===== config.mk =====
export PLATFORM = sky130hd
export DESIGN_NAME = program_load_sequencer
export DESIGN_NICKNAME = d
export VERILOG_FILES = /design/src/rtl/mips_debug_pkg.sv /design/src/rtl/byte_word_assembler.sv /design/src/rtl/program_load_sequencer.sv
export SDC_FILE = /design/constraint.sdc
export NUM_CORES = 1
export LEC_CHECK = 0
export BUFFER_PORTS_ARGS = -buffer_cell sky130_fd_sc_hd__buf_4
export CORE_ASPECT_RATIO = 0.6
export CORE_UTILIZATION = 55
export CTS_CLUSTER_DIAMETER = 80
export DETAILED_ROUTE_END_ITERATION = 10
export MAX_ROUTING_LAYER = met4
export PLACE_DENSITY_LB_ADDON = 0.3
export SLEW_MARGIN = 0
export SYNTH_ARGS = -nofsm -noshare
export SYNTH_HDL_FRONTEND = slang
export SYNTH_SLANG_ARGS = --single-unit

===== constraint.sdc =====
create_clock -name i_clk -period 2.4 [get_ports i_clk]
set_input_delay 0.24 -clock i_clk [delete_from_list [all_inputs] [get_ports i_clk]]
set_output_delay 0.24 -clock i_clk [all_outputs]
set_load 0.02 [all_outputs]

===== src/rtl/mips_debug_pkg.sv =====
// Shared constants, command/status codes and FSM encoding for the MIPS
// program-load / debug sequencer.
package mips_debug_pkg;

    localparam int SIZE_REGISTER_INST = 32;
    localparam int SIZE_BYTE          = 8;
    localparam int MEM_DEPTH          = 64;
    localparam int ADDR_W             = $clog2(MEM_DEPTH);

    localparam logic [SIZE_BYTE-1:0] CMD_LOAD  = 8'h4C;
    localparam logic [SIZE_BYTE-1:0] CMD_RUN   = 8'h43;
    localparam logic [SIZE_BYTE-1:0] CMD_STEP  = 8'h53;
    localparam logic [SIZE_BYTE-1:0] CMD_NEXT  = 8'h4E;
    localparam logic [SIZE_BYTE-1:0] CMD_END   = 8'h45;

    localparam logic [SIZE_BYTE-1:0] STAT_ACK  = 8'h4B;
    localparam logic [SIZE_BYTE-1:0] STAT_DONE = 8'h44;

    localparam logic [SIZE_REGISTER_INST-1:0] HALT_INSTRUCTION = 32'h0;
    localparam logic [ADDR_W-1:0]             LAST_ADDR        = ADDR_W'(MEM_DEPTH - 1);

    typedef enum logic [3:0] {
        ST_IDLE,
        ST_LOAD_BYTE,
        ST_LOAD_WRITE,
        ST_READY,
        ST_RUN,
        ST_STEP_WAIT,
        ST_STEP_PULSE,
        ST_REPORT,
        ST_WAIT_TX
    } state_t;

endpackage


===== src/rtl/byte_word_assembler.sv =====
// Packs four UART bytes (first byte = MSB) into one instruction word.
// word_o/word_valid_o already include the byte being accepted this cycle.
module byte_word_assembler
    import mips_debug_pkg::*;
(
    input  logic                          i_clk,
    input  logic                          i_reset,
    input  logic                          clear_i,
    input  logic                          byte_valid_i,
    input  logic [SIZE_BYTE-1:0]          byte_i,
    output logic [SIZE_REGISTER_INST-1:0] word_o,
    output logic                          word_valid_o
);

    logic [1:0]                    cnt_q;
    logic [SIZE_REGISTER_INST-1:0] word_q;

    assign word_o       = {word_q[SIZE_REGISTER_INST-SIZE_BYTE-1:0], byte_i};
    assign word_valid_o = byte_valid_i && (cnt_q == 2'd3);

    always_ff @(posedge i_clk or posedge i_reset) begin
        if (i_reset) begin
            cnt_q  <= '0;
            word_q <= '0;
        end else if (clear_i) begin
            cnt_q  <= '0;
            word_q <= '0;
        end else if (byte_valid_i) begin
            cnt_q  <= cnt_q + 2'd1;
            word_q <= word_o;
        end
    end

endmodule


===== src/rtl/program_load_sequencer.sv =====
// Debug controller: loads program words from UART into instruction memory,
// then gates the PC for continuous or single-step runs and reports status.
//
// state       | meaning
// ST_IDLE     | waiting for a command byte
// ST_LOAD_BYTE| collecting bytes of the current word
// ST_LOAD_WRITE| write strobe cycle, decide HALT / overflow / next word
// ST_READY    | program loaded, queue 'K'
// ST_RUN      | PC free-running until halt
// ST_STEP_WAIT| waiting for 'N' / 'E' / halt
// ST_STEP_PULSE| single PC advance cycle
// ST_REPORT   | TX start pulse
// ST_WAIT_TX  | waiting for TX completion
module program_load_sequencer
    import mips_debug_pkg::*;
(
    input  logic                          i_clk,
    input  logic                          i_reset,
    input  logic [SIZE_BYTE-1:0]          i_rx_data,
    input  logic                          i_rx_done,
    input  logic                          i_tx_done,
    input  logic                          i_halt_reached,
    output logic [SIZE_REGISTER_INST-1:0] o_inst_data,
    output logic [ADDR_W-1:0]             o_inst_addr,
    output logic                          o_inst_we,
    output logic                          o_pc_enable,
    output logic [SIZE_BYTE-1:0]          o_tx_data,
    output logic                          o_tx_start,
    output logic                          o_overflow
);

    state_t                        state_q, state_d;
    logic [ADDR_W-1:0]             addr_q, addr_d;
    logic                          loaded_q, loaded_d;
    logic [SIZE_REGISTER_INST-1:0] inst_data_q, inst_data_d;
    logic                          we_q, we_d;
    logic                          pc_en_q, pc_en_d;
    logic [SIZE_BYTE-1:0]          tx_data_q, tx_data_d;
    logic                          tx_start_q, tx_start_d;
    logic                          ovf_q, ovf_d;

    logic                          cmd_valid;
    logic                          asm_clear;
    logic                          asm_byte_valid;
    logic [SIZE_REGISTER_INST-1:0] asm_word;
    logic                          asm_word_valid;
    logic                          force_halt;

    assign cmd_valid      = i_rx_done && (state_q == ST_IDLE);
    assign asm_clear      = cmd_valid && (i_rx_data == CMD_LOAD);
    assign asm_byte_valid = i_rx_done && (state_q == ST_LOAD_BYTE);
    // Last memory slot must hold a HALT so the pipeline never runs past the end.
    assign force_halt     = (addr_q == LAST_ADDR) && (asm_word != HALT_INSTRUCTION);

    byte_word_assembler u_assembler (
        .i_clk        (i_clk),
        .i_reset      (i_reset),
        .clear_i      (asm_clear),
        .byte_valid_i (asm_byte_valid),
        .byte_i       (i_rx_data),
        .word_o       (asm_word),
        .word_valid_o (asm_word_valid)
    );

    always_ff @(posedge i_clk or posedge i_reset) begin
        if (i_reset) begin
            state_q     <= ST_IDLE;
            addr_q      <= '0;
            loaded_q    <= 1'b0;
            inst_data_q <= '0;
            we_q        <= 1'b0;
            pc_en_q     <= 1'b0;
            tx_data_q   <= '0;
            tx_start_q  <= 1'b0;
            ovf_q       <= 1'b0;
        end else begin
            state_q     <= state_d;
            addr_q      <= addr_d;
            loaded_q    <= loaded_d;
            inst_data_q <= inst_data_d;
            we_q        <= we_d;
            pc_en_q     <= pc_en_d;
            tx_data_q   <= tx_data_d;
            tx_start_q  <= tx_start_d;
            ovf_q       <= ovf_d;
        end
    end

    always_comb begin
        state_d = state_q;
        case (state_q)
            ST_IDLE: begin
                if (cmd_valid) begin
                    if (i_rx_data == CMD_LOAD)                   state_d = ST_LOAD_BYTE;
                    else if (i_rx_data == CMD_RUN  && loaded_q)  state_d = ST_RUN;
                    else if (i_rx_data == CMD_STEP && loaded_q)  state_d = ST_STEP_WAIT;
                end
            end
            ST_LOAD_BYTE:  if (asm_word_valid) state_d = ST_LOAD_WRITE;
            ST_LOAD_WRITE: state_d = (inst_data_q == HALT_INSTRUCTION) ? ST_READY : ST_LOAD_BYTE;
            ST_READY:      state_d = ST_REPORT;
            ST_RUN:        if (i_halt_reached) state_d = ST_REPORT;
            ST_STEP_WAIT: begin
                // Halt has priority; a byte arriving in the same cycle is dropped.
                if (i_halt_reached)                           state_d = ST_REPORT;
                else if (i_rx_done && i_rx_data == CMD_NEXT)  state_d = ST_STEP_PULSE;
                else if (i_rx_done && i_rx_data == CMD_END)   state_d = ST_REPORT;
            end
            ST_STEP_PULSE: state_d = ST_STEP_WAIT;
            ST_REPORT:     state_d = ST_WAIT_TX;
            ST_WAIT_TX:    if (i_tx_done) state_d = ST_IDLE;
            default:       state_d = ST_IDLE;
        endcase
    end

    always_comb begin
        addr_d      = addr_q;
        loaded_d    = loaded_q;
        inst_data_d = inst_data_q;
        tx_data_d   = tx_data_q;
        ovf_d       = ovf_q;
        we_d        = 1'b0;
        pc_en_d     = (state_d == ST_RUN) || (state_d == ST_STEP_PULSE);
        tx_start_d  = (state_d == ST_REPORT);

        case (state_q)
            ST_IDLE: begin
                if (asm_clear) begin
                    addr_d   = '0;
                    loaded_d = 1'b0;
                end else if (state_d != ST_IDLE) begin
                    // A run consumes the loaded program.
                    loaded_d = 1'b0;
                end
            end
            ST_LOAD_BYTE: begin
                if (asm_word_valid) begin
                    we_d        = 1'b1;
                    inst_data_d = force_halt ? HALT_INSTRUCTION : asm_word;
                    if (force_halt) ovf_d = 1'b1;
                end
            end
            ST_LOAD_WRITE: begin
                if (inst_data_q == HALT_INSTRUCTION) loaded_d = 1'b1;
                else                                 addr_d   = addr_q + 1'b1;
            end
            default: ;
        endcase

        if (state_d == ST_REPORT && state_q != ST_REPORT)
            tx_data_d = (state_q == ST_READY) ? STAT_ACK : STAT_DONE;
    end

    assign o_inst_data = inst_data_q;
    assign o_inst_addr = addr_q;
    assign o_inst_we   = we_q;
    assign o_pc_enable = pc_en_q;
    assign o_tx_data   = tx_data_q;
    assign o_tx_start  = tx_start_q;
    assign o_overflow  = ovf_q;

endmodule


-- Yosys cells after proc, flatten, opt, wreduce, memory -nomap -nowiden
Cells that the tools add are included.
- input bits: 13
- register bits: 81
- logic and storage cells: 84
- output and inout port bits: 50
- $add $sub $neg: 2
- muxes and demuxes: 27
- eq/ne operators: 23
- reduce and logical (&&, ||, !) cells: 21
- operators by type and width (kind ; number):
    $mux 24 ; 2
    $mux 4 ; 11
    $eq 8x7->1 const B ; 5
    $pmux 4 s9 ; 1
    $logic_not 32->1 ; 1
    $mux 32 ; 1
    $reduce_bool 32->1 ; 1
    $eq 4x3->1 const B ; 7
    $mux 6 ; 2
    $pmux 6 s2 ; 1
    $logic_and 1x1->1 ; 10
    $reduce_and 3->1 ; 3
    $eq 4x2->1 const B ; 2
    $add 6x1->6 const B ; 1
    $eq 6x6->1 const B ; 1
    $mux 2 ; 3
    $ne 2x2->1 const B ; 3
    $mux 1 ; 5
    $eq 4x1->1 const B ; 1
    $eq 4x4->1 const B ; 1
    $logic_not 4->1 ; 1
    $ne 4x3->1 const B ; 1
    $reduce_bool 2->1 ; 2
    $reduce_bool 4->1 ; 1
    6 further kinds ; 6

-- Logic depth before layout (Yosys ltp)
Gate-level depths: netlist of run 1.
- word-level depth: 11
- gate-level depth with buffers: 8
- mapped depth without buffers: 6

-- Cells and area by module
Synthesis of run 1 repeated with hierarchy kept, for this count alone.
- cells, all modules: 366
- area total of the unflattened synthesis: 3636.0 µm²
- modules (own cells, without submodules) (module ; area an instance (µm²) ; cells an instance ; instances):
    program_load_sequencer ; 2477.4 ; 271 ; 1
    byte_word_assembler ; 1158.6 ; 95 ; 1

-- Least setup slack after synthesis of run 1
No wires, ideal clock.
- path type: register -> register
- from: reg state_q[3]
- to: reg tx_data_q[3], in the netlist o_tx_data[3]
- path slack: 256 ps
- period minus slack after synthesis: 2144 ps
- data required time: 2276 ps
- cell stages (with the launch flop): 7
- arrival time: 2020 ps
- cell sequence: dfrtp_1 -> or4_4 -> or4_1 -> buf_6 -> o311ai_1 -> nor2_2 -> o31a_1
- word-level cells in the longest chain between the ends: 7
- RTL lines (element ; line ; text):
    from (decl) ; program_load_sequencer.sv:32 ; state_t state_q, state_d;
    from (signal assigned) ; program_load_sequencer.sv:77 ; state_q <= state_d;
    $eq 4x1->1 or $mux 4 (tied branches) ; program_load_sequencer.sv:51, program_load_sequencer.sv:91, program_load_sequencer.sv:96 ;
    $logic_and 1x1->1 or $mux 4 (tied branches) ; program_load_sequencer.sv:51, program_load_sequencer.sv:95 ;
    $logic_and 1x1->1 or $mux 4 (tied branches) ; byte_word_assembler.sv:19, program_load_sequencer.sv:94 ;
    $mux 4 (on tied branches) ; program_load_sequencer.sv:99, program_load_sequencer.sv:93 ;
    $pmux 4 s9 ; program_load_sequencer.sv:91 ; case (state_q)
    $eq 4x3->1 ; program_load_sequencer.sv:150 ; if (state_d == ST_REPORT && state_q != ST_REPORT)
    $logic_and 1x1->1 ; program_load_sequencer.sv:150 ;
    to (signal assigned) ; program_load_sequencer.sv:83 ; tx_data_q <= tx_data_d;
    to (decl) ; program_load_sequencer.sv:38 ; logic [SIZE_BYTE-1:0] tx_data_q, tx_data_d;
Parallel ways exist; a longest one is shown, timed or not.
A chain may end at the register's enable or synchronous reset.

-- Worst setup path in the final report of run 1
- from: reg u_assembler.word_q[3]
- to: reg inst_data_q[21], in the netlist o_inst_data[21]
- word-level cells in the longest chain between the ends: 3
- RTL lines (element ; line ; text):
    from (decl) ; byte_word_assembler.sv:16 ; logic [SIZE_REGISTER_INST-1:0] word_q;
    from (signal assigned) ; byte_word_assembler.sv:30 ; word_q <= word_o;
    $reduce_bool 32->1 ; program_load_sequencer.sv:53 ; assign force_halt = (addr_q == LAST_ADDR) && (asm_word != HALT_INSTRUCTION);
    $logic_and 1x1->1 ; program_load_sequencer.sv:53 ;
    $mux 32 ; program_load_sequencer.sv:139 ; inst_data_d = force_halt ? HALT_INSTRUCTION : asm_word;
    to (signal assigned) ; program_load_sequencer.sv:80 ; inst_data_q <= inst_data_d;
    to (decl) ; program_load_sequencer.sv:35 ; logic [SIZE_REGISTER_INST-1:0] inst_data_q, inst_data_d;
Every way passes these cells.

==> reports/results.tsv, run 1 <==
stage	metric	value	unit
drt	post-route ant nets	0	
global_routing	GRT Util Overall	0.295	
cells_and_area	layout cells sized above 1	0.251	
sta	Tmin final	2.20	ns
global_routing	largest net degree at the start of global routing	77	
power_and_ir_drop	Net Switching	2.14	mW
sta	Fin. Hold Viols	0	
sta	Relative slew margins	0.571	
synth	Synth Area in XOR/XNOR	0.00260	
synth	Synth cell types	50	
placement	hpwl dp	5.97	mm
sta	Final Hold Slack	0.143	ns
synth	#FFs+latches synth	76	
drt	top layer reached by signal wires	met4	
drt	met2 WL	3.66	mm
worst_setup_path	worst r2r src	u_assembler.word_q[3]	
synth	Mean Syn Cell Area	10.4	µm²
synth	adder-cell area share of the yosys netlist	0.00742	
floorplan	Die ar.	6460	µm²
synth	post-synthesis sequential area ratio	0.564	
power_and_ir_drop	sw frac	0.398	
synth	Simple-Gate Fraction of Synth Area	0.194	
cells_and_area	nets	400	
synth	post-synthesis compound-gate area fraction	0.175	
floorplan	Chip Width	103	µm
drt	total length of routed wires	8.54	mm
global_routing	first-pass GRT wire length	13.5	mm
synth	post-synth top area cell	dfrtp_1	
worst_setup_path	Worst Setup SP	u_assembler.word_q[3]	
floorplan	initial core utilization	0.586	
floorplan	# IOs	63	
global_routing	GRT overflow	0	
cts	CTS root buf	clkbuf_8	
drt	wire length on met3	868	µm
global_routing	vias in the first global route	2522	
synth	Ys Warns	0	
cells_and_area	Fillers	420	
synth	asr flop ratio synth	1.00	
worst_setup_path	CP max-delay cell	or3_2	
drt	DRC viols	0	
cts	Clock Sinks	76	
floorplan	core footprint	5750	µm²
power_and_ir_drop	Int Power	3.23	mW
cts	H-Tree Level Count	3	
synth	cell count after synthesis	324	
worst_setup_path	Crit path largest cell delay	0.45	ns
worst_setup_path	Crit path arrival time	2.50	ns
cts	Post CTS Setup Buffer Count	0	
worst_setup_path	CP Launch Type	flip-flop	
placement	Setup WS pre-CTS	0.145	ns
synth	EDFF count, synth	0	
power_and_ir_drop	Sequential Power Share	0.408	
synth	Netlist Area Pre-Place	3370	µm²
floorplan	chip height	62.7	µm
worst_setup_path	required time worst endpoint	2.70	ns
worst_setup_path	Cell Chain, Critical Path	or3_2 -> or3_1 -> o31ai_2 -> and2_1 -> buf_12 -> a22o_1	
power_and_ir_drop	VDD IR-drop max	0.637	mV
cts	total CTS buffers	9	
drt	Metal-1 WL	3.93	mm
drt	First-pass DRT Iterations	5	
hold_path	HP Start	i_rx_data[1]	
power_and_ir_drop	clock power share	0.204	
cts	Clock transition at path regs	0.08	ns
hold_path	Hold Crit Class	in -> reg	
drt	initial DRC count	306	
cts	CTS tree	done	
drt	DR WL/cell	18.2	µm
worst_setup_path	CP max FO	32	
sta	final count of pins violating max slew	0	
global_routing	initial antenna violation count	0	
cells_and_area	area of the multi-input gates	1290	µm²
sta	final setup TNS	0	ns
worst_setup_path	Crit path max-delay family	simple AND/OR/NAND/NOR gates	
cells_and_area	Area Growth Syn to Fin	22.2	%
sta	Worst Setup Slack, final	0.204	ns
cells_and_area	Reg area	1900	µm²
status	status	completed	
sta	fmax	0.455	GHz
synth	mux cell area share after synthesis	0	
cts	Clk Latency, worst-skew pair	0.37	ns
sta	period utilization	0.915	
synth	area share of the largest cell type after synthesis	0.564	
cells_and_area	Final Core Density	0.717	
power_and_ir_drop	total power draw	5.37	mW
placement	routability congestion estimate	0.896	
synth	main combinational cell family by area after synthesis	simple AND/OR/NAND/NOR gates	
worst_setup_path	worst path buffer plus inverter count	1	
sta	unrepaired setup endpoints after global routing	no	
floorplan	site row count	21	
placement	# port buffers	59	
power_and_ir_drop	LEAKAGE	1.98	nW
sta	final setup fails	0	
sta	skew final	0.00999	ns
power_and_ir_drop	Gate power share	0.388	
synth	Top FF cell, synth	dfrtp_1	
drt	vias per cell	6.09	
drt	DR vias	2861	
worst_setup_path	CP endpoint kind	flip-flop	
cells_and_area	ant diodes	0	
sta	Slew @ Worst Pin	0.640	ns
synth	synth top area cells	dfrtp_1, a22o_1, nand2_1, a21oi_1, nor4_1	
worst_setup_path	CP Class	reg -> reg	
power_and_ir_drop	power per cell area	1300	nW/µm²
cts	Max clock buf depth	2	
job	Max-cap violations	0	
worst register-to-register path, stage by stage, from the launching register on:
cell	delay [ns]
dfrtp_1	0.44
or3_2	0.45
or3_1	0.40
o31ai_2	0.27
and2_1	0.21
buf_12	0.20
a22o_1	0.18
layer usage:
layer | track usage | vias up
met4 | 0.0651 | 0
met2 | 0.372 | 136
li1 | - | 1298
met1 | 0.447 | 1419
met3 | 0.113 | 8
met5 | - | -
Yosys cell counts (all sizes together) (2+ instances only):
| cell type | instances |
|---|---|
| a22o | 32 |
| inv | 8 |
| buf | 10 |
| or4 | 7 |
| nand4 | 4 |
| nand3 | 8 |
| nor3 | 3 |
| o21ai | 6 |
| nor2 | 8 |
| or4b | 2 |
| o31ai | 4 |
| nor4 | 14 |
| dfrtp | 76 |
| nand3b | 2 |
| or3 | 4 |
| clkbuf | 15 |
| and2 | 2 |
| o21bai | 2 |
| o211ai | 3 |
| o311ai | 2 |
| ha | 2 |
| a21boi | 2 |
| nand2 | 63 |
| a21oi | 26 |
| nand2b | 2 |
power groups by stage:
stage	Clock (mW)	Combinational, mW	Sequential [mW]
global placement	0	2.03	2.18
detailed placement	0	2.07	2.20
CTS	1.10	2.09	2.18
floorplan	0	1.15	2.31
finish	1.09	2.09	2.19
global route	1.15	2.31	2.25
state kept, by name (all words and copies together) (netlist names):
| register | flops |
|---|---|
| loaded_q | 1 |
| o_inst_addr | 6 |
| o_inst_data | 32 |
| o_inst_we | 1 |
| o_overflow | 1 |
| o_pc_enable | 1 |
| o_tx_data | 3 |
| o_tx_start | 1 |
| state_q | 4 |
| u_assembler.cnt_q | 2 |
| u_assembler.word_q | 24 |
placed cells by master, fill, tap and decap left out, types with 4 or more instances in the layout:
master    synthesis  final
dfrtp_1          76     76
buf_4             5     70
nand2_1          63     63
a22o_1           32     32
a21oi_1          26     26
nor4_1           14     13
clkbuf_8          0      9
nand3_1           8      8
nor2_1            7      7
inv_1             8      7
or4_1             6      6
o21ai_0           6      6
nand4_1           4      4
metrics by stage:
step                area [µm²]  cells
floorplan                 3380    326
global placement          3890    453
detailed placement        3890    453
CTS                       4120    470
global route              4120    470
finish                    4120    470
cells by family (layout without fill, tap and decap cells):
logic type,after synthesis,count (layout)
AO/OA/AOI/OAI,83,83
XOR/XNOR,1,1
adder cells (fa/ha/maj),2,2
buffers and inverters,33,97
flip-flops,76,76
other,1,3
AND/OR/NAND/NOR,128,128
worst paths after layout:
kind                                         end  slack, ns  depth (start not counted)
setup / recovery                 o_inst_data[21]       0.20                          6
hold / removal             u_assembler.word_q[1]       0.14                          3
setup reg to reg                 o_inst_data[21]       0.20                          6
hold reg to reg                     o_tx_data[6]       0.47                          2
max in group asynchronous             o_tx_start       1.56                          4
min in group asynchronous         o_inst_addr[3]       0.52                          4
cell type report:
cell class / count / share of cell area
clock buffers: 9 / 0.0300
clock inverters: 7 / 0.0237
inverters: 8 / 0.00728
multi-input cells: 217 / 0.314
flip-flops and latches: 76 / 0.461
well taps: 80 / 0.0243
repair buffers: 73 / 0.140
timing repair:
action                                 in CTS  in global routing
hold buffers                                1                  0
resized for setup                           0                  0
endpoints found under the hold margin      76                  0
Note: power is estimated with default switching activity, not from simulation.
==> run 2: changes to the inputs <==
- SETUP_SLACK_MARGIN: unset -> 0.5
==> run 2 against run 1 <==
Compared with the run above: sequential share of layout area shrank 4.0 points; clock skew shrank 0.0016 ns; worst hold slack worse by 0.0081 ns; count of clock-buffer cells in the layout is the same; flip-flop and latch count is the same; critical endpoint is now o_tx_data[3]; largest cell class unchanged; highest routed layer unchanged.
==> reports/results.tsv, run 2 (synthesis gave the netlist of run 1 again) <==
stage	metric	value	unit	change
drt	First-pass DRT Iterations	6		+1
global_routing	first-pass GRT wire length	15.2	mm	+12%
cells_and_area	Final Core Density	0.785		+0.0681
power_and_ir_drop	LEAKAGE	2.17	nW	+9.8%
cells_and_area	most common cell after layout, fill and taps aside	buf_4		
worst_setup_path	CP Launch Type	flip-flop		
cells_and_area	ant diodes	0		unchanged
global_routing	GRT Util Overall	0.332		+0.0367
power_and_ir_drop	total power draw	5.96	mW	+11%
cts	CTS root buf	clkbuf_8		
worst_setup_path	CP Class	reg -> reg		
power_and_ir_drop	Gate power share	0.424		+0.036
global_routing	GRT overflow	0		unchanged
floorplan	initial core utilization	0.586		unchanged
worst_setup_path	Cell Chain, Critical Path	buf_4 -> nor2_1 -> nand3b_1 -> nor3_2 -> a211oi_2 -> o31a_1		
floorplan	chip height	62.7	µm	unchanged
worst_setup_path	Worst Setup SP	state_q[2]		
sta	Final Hold Slack	0.135	ns	-0.00814 ns
sta	Fin. Hold Viols	0		unchanged
floorplan	# IOs	63		unchanged
cells_and_area	Largest register FFs	32		unchanged
drt	DR WL/cell	21.7	µm	+19%
worst_setup_path	required time worst endpoint	2.66	ns	-0.04 ns
placement	hpwl dp	6.38	mm	+6.8%
cts	Max clock buf depth	2		unchanged
sta	fmax	0.485	GHz	+6.5%
sta	Slew @ Worst Pin	0.564	ns	-0.0758 ns
floorplan	core footprint	5750	µm²	unchanged
power_and_ir_drop	Net Switching	2.41	mW	+13%
sta	skew final	0.00838	ns	-0.00160 ns
placement	# port buffers	59		unchanged
floorplan	Die ar.	6460	µm²	unchanged
drt	vias per cell	6.46		+6.1%
cts	H-Tree Level Count	3		unchanged
power_and_ir_drop	clock power share	0.199		-0.005
worst_setup_path	worst r2r src	state_q[2]		
cts	Clk Latency, worst-skew pair	0.37	ns	about the same
drt	post-route ant nets	0		unchanged
job	Max-cap violations	0		unchanged
worst_setup_path	Crit path largest cell delay	0.42	ns	-0.03 ns
cts	total CTS buffers	9		unchanged
hold_path	HP Start	i_tx_done		
drt	DR vias	3170		+11%
floorplan	site row count	21		unchanged
worst_setup_path	CP max-delay cell	nor3_2		
hold_path	Hold Crit Class	in -> reg		
cells_and_area	nets	421		+5.3%
global_routing	initial antenna violation count	0		unchanged
power_and_ir_drop	sw frac	0.405		+0.00716
sta	Tmin final	2.06	ns	-0.134 ns
global_routing	largest net degree at the start of global routing	35		-55%
status	status	completed		
cts	Clock Sinks	76		unchanged
sta	unrepaired setup endpoints after global routing	yes		
power_and_ir_drop	Sequential Power Share	0.377		-0.031
drt	initial DRC count	399		+30%
sta	final count of pins violating max slew	0		unchanged
power_and_ir_drop	VDD IR-drop max	0.757	mV	+19%
power_and_ir_drop	Int Power	3.54	mW	+9.6%
cts	CTS tree	done		
placement	routability congestion estimate	0.953		+6.4%
global_routing	vias in the first global route	2856		+13%
sta	final setup fails	0		unchanged
drt	total length of routed wires	10.6	mm	+25%
cells_and_area	layout cells sized above 1	0.338		+0.0869
sta	period utilization	0.859		-0.0558
worst_setup_path	Crit path max-delay family	simple AND/OR/NAND/NOR gates		
sta	final setup TNS	0	ns	unchanged
worst_setup_path	worst path buffer plus inverter count	1		unchanged
sta	Relative slew margins	0.623		+0.0523
cells_and_area	most frequent cells in the layout	buf_4, dfrtp_1, nand2_1		
cells_and_area	Area Growth Syn to Fin	33.8	%	
worst_setup_path	Crit path arrival time	2.32	ns	-0.18 ns
cts	Clock transition at path regs	0.08	ns	about the same
drt	DRC viols	0		unchanged
power_and_ir_drop	power per cell area	1320	nW/µm²	+1.3%
worst_setup_path	CP max FO	10		-69%
worst_setup_path	CP endpoint kind	flip-flop		
floorplan	Chip Width	103	µm	unchanged
[run 2: metrics by stage]
step | cell area (µm²) | std cells | setup WS [ns]
3_5_place_dp | 3920 | 454 | 0.183
3_3_place_gp | 3920 | 454 | 0.225
5_1_grt | 4520 | 491 | 0.309
4_1_cts | 4360 | 483 | 0.372
2_1_floorplan | 3400 | 326 | 0.346
6_report | 4520 | 491 | 0.338
[run 2: area by class of cell]
class,instances,area (µm²)
flip-flops and latches,76,1900
multi-input cells,217,1430
fillers,339,1240
repair buffers,94,808
clock buffers,9,124
clock inverters,7,115
well taps,80,100
inverters,8,33.8
[run 2: tightest hold or removal path, cell delays in order]
cell and delay, ns:
buf_4 0.07, nand3b_1 0.08, o21ai_0 0.07
[run 2: per-layer routing]
| layer | routed length, µm | global-route usage | up-vias | share of wire |
|---|---|---|---|---|
| met3 | 1480 | 0.134 | 48 | 0.14 |
| met2 | 4570 | 0.423 | 263 | 0.43 |
| met4 | 313 | 0.141 | 0 | 0.029 |
| li1 | - | - | 1334 | - |
| met1 | 4270 | 0.464 | 1525 | 0.40 |
| met5 | 0 | - | - | 0 |
[run 2: final timing paths]
check / cells past startpoint / slack (ns) / end
hold reg to reg: 2 / 0.48 / o_tx_data[6]
hold / removal: 3 / 0.13 / state_q[3]
min in group asynchronous: 3 / 0.48 / o_inst_data[17]
setup reg to reg: 6 / 0.34 / o_tx_data[3]
setup / recovery: 6 / 0.34 / o_tx_data[3]
max in group asynchronous: 4 / 1.27 / o_inst_data[16]
[run 2: timing repair]
action                     CTS  global route
hold buffers                 1             0
cloned                       2             2
gates resized for setup     20            16
setup endpoints to repair   41            62
pin swaps                    8             5
hold endpoints to repair    23             0
buffers inserted            10             6
[run 2: power by group through the flow]
stage | combinational [mW] | clock [mW] | sequential, mW
floorplan | 1.16 | 0 | 2.31
global route | 2.71 | 1.24 | 2.29
detailed placement | 2.09 | 0 | 2.20
global placement | 2.04 | 0 | 2.18
CTS | 2.32 | 1.17 | 2.17
finish | 2.53 | 1.18 | 2.25
